===== src/rtl/branch_predictor_if.sv =====
// Fetch/execute-facing bus of the branch predictor controller.
// master = pipeline side (fetch + execute), slave = predictor controller.
interface branch_predictor_if #(
  parameter int PC_W   = 32,
  parameter int STAT_W = 16
);
  logic              pred_valid;
  logic [PC_W-1:0]   pred_pc;
  logic              pred_out_valid;
  logic              pred_taken;
  logic              upd_valid;
  logic [PC_W-1:0]   upd_pc;
  logic              upd_taken;
  logic              upd_pred;
  logic              busy;
  logic [STAT_W-1:0] stat_updates;
  logic [STAT_W-1:0] stat_mispred;

  modport master (
    output pred_valid, pred_pc, upd_valid, upd_pc, upd_taken, upd_pred,
    input  pred_out_valid, pred_taken, busy, stat_updates, stat_mispred
  );

  modport slave (
    input  pred_valid, pred_pc, upd_valid, upd_pc, upd_taken, upd_pred,
    output pred_out_valid, pred_taken, busy, stat_updates, stat_mispred
  );
endinterface


===== src/rtl/branch_predictor_ctrl.sv =====
// Table of 2-bit saturating direction counters indexed by pc[IDX_W+1:2].
// One registered prediction and one read-modify-write update per cycle,
// a post-reset sweep that sets every entry to WNT, and saturating stats.
//
// state | meaning
// INIT  | sweeping entry sweep_idx to WNT; requests and updates ignored
// RUN   | serving predictions and applying updates
module branch_predictor_ctrl #(
  parameter int IDX_W  = 6,
  parameter int PC_W   = 32,
  parameter int STAT_W = 16
) (
  input  logic               clk,
  input  logic               rst_n,
  branch_predictor_if.slave  bus
);
  localparam int ENTRIES = 2**IDX_W;

  typedef enum logic {INIT = 1'b0, RUN = 1'b1} state_t;

  state_t            state_q, state_d;
  logic [IDX_W-1:0]  sweep_idx_q;
  logic [1:0]        ctr_q [ENTRIES];

  logic [IDX_W-1:0]  pred_idx, upd_idx;
  logic [1:0]        upd_old, upd_new;
  logic              upd_accept;

  logic              pred_out_valid_q, pred_out_valid_d;
  logic              pred_taken_q, pred_taken_d;
  logic              busy_q, busy_d;
  logic [STAT_W-1:0] stat_updates_q, stat_updates_d;
  logic [STAT_W-1:0] stat_mispred_q, stat_mispred_d;

  logic              unused_pc_bits;

  assign pred_idx = bus.pred_pc[IDX_W+1:2];
  assign upd_idx  = bus.upd_pc[IDX_W+1:2];

  // PC bits outside the index field do not select an entry.
  assign unused_pc_bits = ^{bus.pred_pc[PC_W-1:IDX_W+2], bus.pred_pc[1:0],
                            bus.upd_pc[PC_W-1:IDX_W+2], bus.upd_pc[1:0]};

  // State register; reset always restarts the sweep.
  always_ff @(posedge clk or negedge rst_n) begin
    if (!rst_n) state_q <= INIT;
    else        state_q <= state_d;
  end

  // Next state: leave INIT right after the last entry has been written.
  always_comb begin
    state_d = state_q;
    case (state_q)
      INIT:    if (sweep_idx_q == IDX_W'(ENTRIES - 1)) state_d = RUN;
      RUN:     state_d = RUN;
      default: state_d = INIT;
    endcase
  end

  // Saturating counter step for the resolved branch.
  always_comb begin
    upd_accept = (state_q == RUN) && bus.upd_valid;
    upd_old    = ctr_q[upd_idx];
    upd_new    = upd_old;
    if (bus.upd_taken) begin
      if (upd_old != 2'b11) upd_new = upd_old + 2'b01;
    end else begin
      if (upd_old != 2'b00) upd_new = upd_old - 2'b01;
    end
  end

  // Output next-values; same-index update is forwarded to the prediction.
  always_comb begin
    pred_out_valid_d = (state_q == RUN) && bus.pred_valid;
    pred_taken_d     = 1'b0;
    if (pred_out_valid_d) begin
      if (upd_accept && (upd_idx == pred_idx)) pred_taken_d = upd_new[1];
      else                                     pred_taken_d = ctr_q[pred_idx][1];
    end
    busy_d = (state_d == INIT);
    stat_updates_d = stat_updates_q;
    stat_mispred_d = stat_mispred_q;
    if (upd_accept && (stat_updates_q != '1))
      stat_updates_d = stat_updates_q + 1'b1;
    if (upd_accept && (bus.upd_pred != bus.upd_taken) && (stat_mispred_q != '1))
      stat_mispred_d = stat_mispred_q + 1'b1;
  end

  // Registered outputs, sweep pointer and statistics.
  always_ff @(posedge clk or negedge rst_n) begin
    if (!rst_n) begin
      sweep_idx_q      <= '0;
      pred_out_valid_q <= 1'b0;
      pred_taken_q     <= 1'b0;
      busy_q           <= 1'b1;
      stat_updates_q   <= '0;
      stat_mispred_q   <= '0;
    end else begin
      if (state_q == INIT) sweep_idx_q <= sweep_idx_q + 1'b1;
      pred_out_valid_q <= pred_out_valid_d;
      pred_taken_q     <= pred_taken_d;
      busy_q           <= busy_d;
      stat_updates_q   <= stat_updates_d;
      stat_mispred_q   <= stat_mispred_d;
    end
  end

  // Counter table: no reset, the sweep is its only initialisation.
  always_ff @(posedge clk) begin
    if (state_q == INIT)  ctr_q[sweep_idx_q] <= 2'b01;
    else if (upd_accept)  ctr_q[upd_idx]     <= upd_new;
  end

  assign bus.pred_out_valid = pred_out_valid_q;
  assign bus.pred_taken     = pred_taken_q;
  assign bus.busy           = busy_q;
  assign bus.stat_updates   = stat_updates_q;
  assign bus.stat_mispred   = stat_mispred_q;
endmodule


===== src/flat_wrapper.sv =====
// flat-port wrapper written by rule: the top's interface ports become plain ports
module branch_predictor_ctrl_flat 
#(
  parameter int IDX_W  = 6,
  parameter int PC_W   = 32,
  parameter int STAT_W = 16
)
  (clk, rst_n, bus_pred_valid, bus_pred_pc, bus_upd_valid, bus_upd_pc, bus_upd_taken, bus_upd_pred, bus_pred_out_valid, bus_pred_taken, bus_busy, bus_stat_updates, bus_stat_mispred);
  branch_predictor_if #(.PC_W(PC_W), .STAT_W(STAT_W)) bus_i ();
  input  logic clk;
  input  logic rst_n;
  input wire logic [$bits(bus_i.pred_valid)-1:0] bus_pred_valid;
  input wire logic [$bits(bus_i.pred_pc)-1:0] bus_pred_pc;
  input wire logic [$bits(bus_i.upd_valid)-1:0] bus_upd_valid;
  input wire logic [$bits(bus_i.upd_pc)-1:0] bus_upd_pc;
  input wire logic [$bits(bus_i.upd_taken)-1:0] bus_upd_taken;
  input wire logic [$bits(bus_i.upd_pred)-1:0] bus_upd_pred;
  output wire logic [$bits(bus_i.pred_out_valid)-1:0] bus_pred_out_valid;
  output wire logic [$bits(bus_i.pred_taken)-1:0] bus_pred_taken;
  output wire logic [$bits(bus_i.busy)-1:0] bus_busy;
  output wire logic [$bits(bus_i.stat_updates)-1:0] bus_stat_updates;
  output wire logic [$bits(bus_i.stat_mispred)-1:0] bus_stat_mispred;
  assign bus_i.pred_valid = bus_pred_valid;
  assign bus_i.pred_pc = bus_pred_pc;
  assign bus_i.upd_valid = bus_upd_valid;
  assign bus_i.upd_pc = bus_upd_pc;
  assign bus_i.upd_taken = bus_upd_taken;
  assign bus_i.upd_pred = bus_upd_pred;
  assign bus_pred_out_valid = bus_i.pred_out_valid;
  assign bus_pred_taken = bus_i.pred_taken;
  assign bus_busy = bus_i.busy;
  assign bus_stat_updates = bus_i.stat_updates;
  assign bus_stat_mispred = bus_i.stat_mispred;
  branch_predictor_ctrl #(.IDX_W(IDX_W), .PC_W(PC_W), .STAT_W(STAT_W)) u_core (.clk(clk), .rst_n(rst_n), .bus(bus_i));
endmodule

===== config.mk =====
export PLATFORM = sky130hd
export DESIGN_NAME = branch_predictor_ctrl_flat
export DESIGN_NICKNAME = d
export VERILOG_FILES = /design/src/rtl/branch_predictor_if.sv /design/src/rtl/branch_predictor_ctrl.sv /design/src/flat_wrapper.sv
export SDC_FILE = /design/constraint.sdc
export NUM_CORES = 1
export LEC_CHECK = 0
export BUFFER_PORTS_ARGS = -buffer_cell sky130_fd_sc_hd__clkbuf_2
export CORE_ASPECT_RATIO = 1.2
export CORE_MARGIN = 8
export CORE_UTILIZATION = 28
export DETAILED_ROUTE_END_ITERATION = 10
export PLACE_DENSITY = 0.46
export SLEW_MARGIN = 30
export SYNTH_ARGS = -nofsm -noshare
export SYNTH_HDL_FRONTEND = slang
export SYNTH_SLANG_ARGS = --single-unit
export TNS_END_PERCENT = 100

===== constraint.sdc =====
create_clock -name clk -period 5.7 [get_ports clk]
set_input_delay 0.855 -clock clk [delete_from_list [all_inputs] [get_ports clk]]
set_output_delay 0.855 -clock clk [all_outputs]
set_load 0.05 [all_outputs]

==> results_dict.tcl <==
set metrics [dict create \
    status "complete, no violations" \
    ios 105 \
    synth_area_leader_cell "edfxtp_1" \
    yosys.area.top_type_share 0.484 \
    synthToLayoutAreaGrowth_pct 15.8 \
    antenna_cells 0 \
    ys_ff_latch 170 \
    grt_antenna_before_repair 0 \
    cts_setup_buffers 0 \
    ys_warn_count 0 \
    groute.usage.overall 0.119 \
    cp_num_buf_inv 3 \
    cts_tree "built" \
    seq_area_mm2 0.00490 \
    postCtsHoldBufs 0 \
    final_cell_area_mm2 0.00919 \
    ys_types 50 \
    crit_required_ps 5930 \
    port_buffers 52 \
    rsz0062_at_grt "no" \
    viasPerCell 4.81 \
    die_area_mm2 0.0340 \
    finalMaxSlewViolations 0 \
    die_w_um 170 \
    nets 661 \
    fmax_mhz 263 \
    nFillCells 2735 \
    hp-class "in -> async" \
    cp_top_family "buffers and inverters" \
    drtIter0Drc 338 \
    async_flop_share 0.247 \
    synthCells 535 \
    multi_input_area_mm2 0.00287 \
    cap_violations 0 \
    cts_buffers 17 \
    grt_pass1_vias 5106 \
    placed_cell_area_mm2 0.00857 \
    grt_pass1_wl_mm 30.5 \
    synth_edf_count 128 \
    first_pass_iters 4 \
    yosys-top-cells-area "edfxtp_1 (48%), dfrtp_1 (13%), mux4_2 (11%)" \
    max-vdd-ir-drop_uv 215 \
    setup_violations 0 \
    finalClockSkew_ps 9.95 \
    slew_headroom 0.396 \
    syn_area_mm2 0.00794 \
    routed_wl_mm 19.7 \
    placed_cells 948 \
    wl_per_cell_um 20.1 \
    cts_root_buf "clkbuf_16" \
    drive_above_1_share 0.228 \
    cp_max_fo 24 \
    worst_slack_ps 1900 \
    synth_fp_nets 608 \
    stdcell_count 980 \
    pre_cts_ws_ps 1360 \
    critPathCaptureType "flip-flop" \
    place_congestion 0.767 \
    crit_type "in -> reg" \
    cts_resized 0 \
    fin_crit_sh 0.666 \
    clock_path_buffers 2 \
    grt_overflow 0 \
    core_mm2 0.0279 \
    dp_hpwl_mm 13.6 \
    cp-start-kind "input pin" \
    ctsHtreeMaxLevel 4 \
    p_leak_nw 2.86 \
    synth-seq-area-share 0.617 \
    start_util 0.284 \
    rows 67 \
    crit_arrival_ps 4020 \
    fin_tns_setup_ps 0 \
    vias 4713 \
    crit_slowest_cell "clkbuf_2" \
    grt_max_degree 43 \
    clk_latency_ps 420 \
    tightest_slew_ps 906 \
    final_common_cell "edfxtp_1" \
    cts_sinks 170 \
    die_h_um 200 \
    path_cells "clkbuf_2, buf_4, mux4_2, nor2_1, nor2_1, o221ai_1, o21a_1, a21oi_1, o21ai_4, buf_4" \
    synthFlopType "edfxtp_1" \
    most-common-layout-cells "edfxtp_1 (128), nor2_1 (84), clkbuf_2 (49), nand2_1 (45), dfrtp_1 (41)" \
    hold_viol_final 0 \
    finalCriticalPeriod_ps 3800 \
    syn_area_per_cell_um2 14.8 \
    path_clk_slew_ps 70 \
    critPathMaxStageDelay_ps 670 \
    whs_ps 449 \
    power_density_mw_per_mm2 282 \
    ant_nets 0 \
    drc 0 \
]
## layout make-up
type,count,area share
Clock buffer,17,0.0463
Timing Repair Buffer,57,0.0330
Clock inverter,15,0.0206
Tap cell,379,0.0516
Inverter,8,0.00327
Sequential cell,170,0.533
Multi-Input combinational cell,334,0.312
## cells by family after synthesis
kind of cell             Yosys count  synth area share
AO/OA/AOI/OAI                     42            0.0372
XOR/XNOR                          41            0.0452
adder cells (fa/ha/maj)            3           0.00473
buffers and inverters             31            0.0241
flip-flops                       170             0.617
multiplexers                      65             0.170
AND/OR/NAND/NOR                  183             0.101
## metrics by stage
step | utilization | total power [mW]
2_1_floorplan | - | 1.40
4_1_cts | 0.329 | 2.62
5_1_grt | 0.329 | 2.67
6_report | 0.329 | 2.59
3_3_place_gp | 0.307 | 1.43
3_5_place_dp | 0.307 | 1.43
## power by group
part	total (mW)	leakage [nW]	switching, mW	internal, mW
Sequential	1.32	1.47	0	1.32
Clock	1.19	0.297	0.493	0.699
Combinational	0.0827	1.09	0.0526	0.0301
## registers in the layout, indices dropped and copies added (netlist names)
| name | flops |
|---|---|
| u_core.bus.stat_updates | 16 |
| u_core.ctr_q | 128 |
| u_core.bus.stat_mispred | 16 |
| u_core.state_q | 1 |
| u_core.sweep_idx_q | 6 |
| u_core.bus.pred_taken | 1 |
| u_core.bus.pred_out_valid | 1 |
| u_core.bus.busy | 1 |
## per-layer routing
| metal | routed length [um] | share of wire | vias to the layer above | GRT usage |
|---|---|---|---|---|
| met4 | 195 | 0.0099 | 0 | 0.0351 |
| met1 | 8440 | 0.43 | 2435 | 0.145 |
| li1 | - | - | 2155 | - |
| met2 | 10200 | 0.52 | 113 | 0.204 |
| met3 | 816 | 0.041 | 10 | 0.0287 |
| met5 | 0 | 0 | - | 0 |
## cells in the mapped netlist, types with 2 or more instances
library cell / number
dfrtp_1: 41
xnor2_1: 28
mux2_2: 5
xor2_1: 13
a31oi_1: 4
mux4_2: 40
mux2i_1: 8
nor2b_1: 3
buf_6: 7
buf_2: 6
nand2b_1: 5
o21a_1: 5
o31ai_1: 4
a211oi_1: 3
ha_1: 3
nand2_1: 45
nor2_1: 84
o21ai_0: 7
edfxtp_1: 128
o21ai_1: 3
inv_1: 8
and3_1: 5
nand4_1: 7
clkbuf_1: 7
o22ai_1: 2
and4_1: 2
a21oi_1: 3
o221ai_1: 2
and2_1: 4
nand3_1: 19
or3_1: 3
a41o_1: 2
mux4_1: 12
## worst paths after layout
| path | from | endpoint | slack, ps | depth (start not counted) |
|---|---|---|---|---|
| max in group asynchronous | rst_n | u_core.bus.stat_updates[14] | 4850 | 1 |
| max reg2reg | u_core.ctr_q[23][0] | u_core.ctr_q[7][0] | 2920 | 8 |
| min reg2reg | u_core.bus.stat_updates[12] | u_core.bus.stat_updates[12] | 500 | 1 |
| min in group clk | u_core.bus.stat_updates[12] | u_core.bus.stat_updates[12] | 500 | 1 |
| min | rst_n | u_core.bus.stat_mispred[3] | 450 | 1 |
| max | bus_upd_pc[3] | u_core.ctr_q[7][0] | 1900 | 10 |
(Power assumes the default switching activity.)
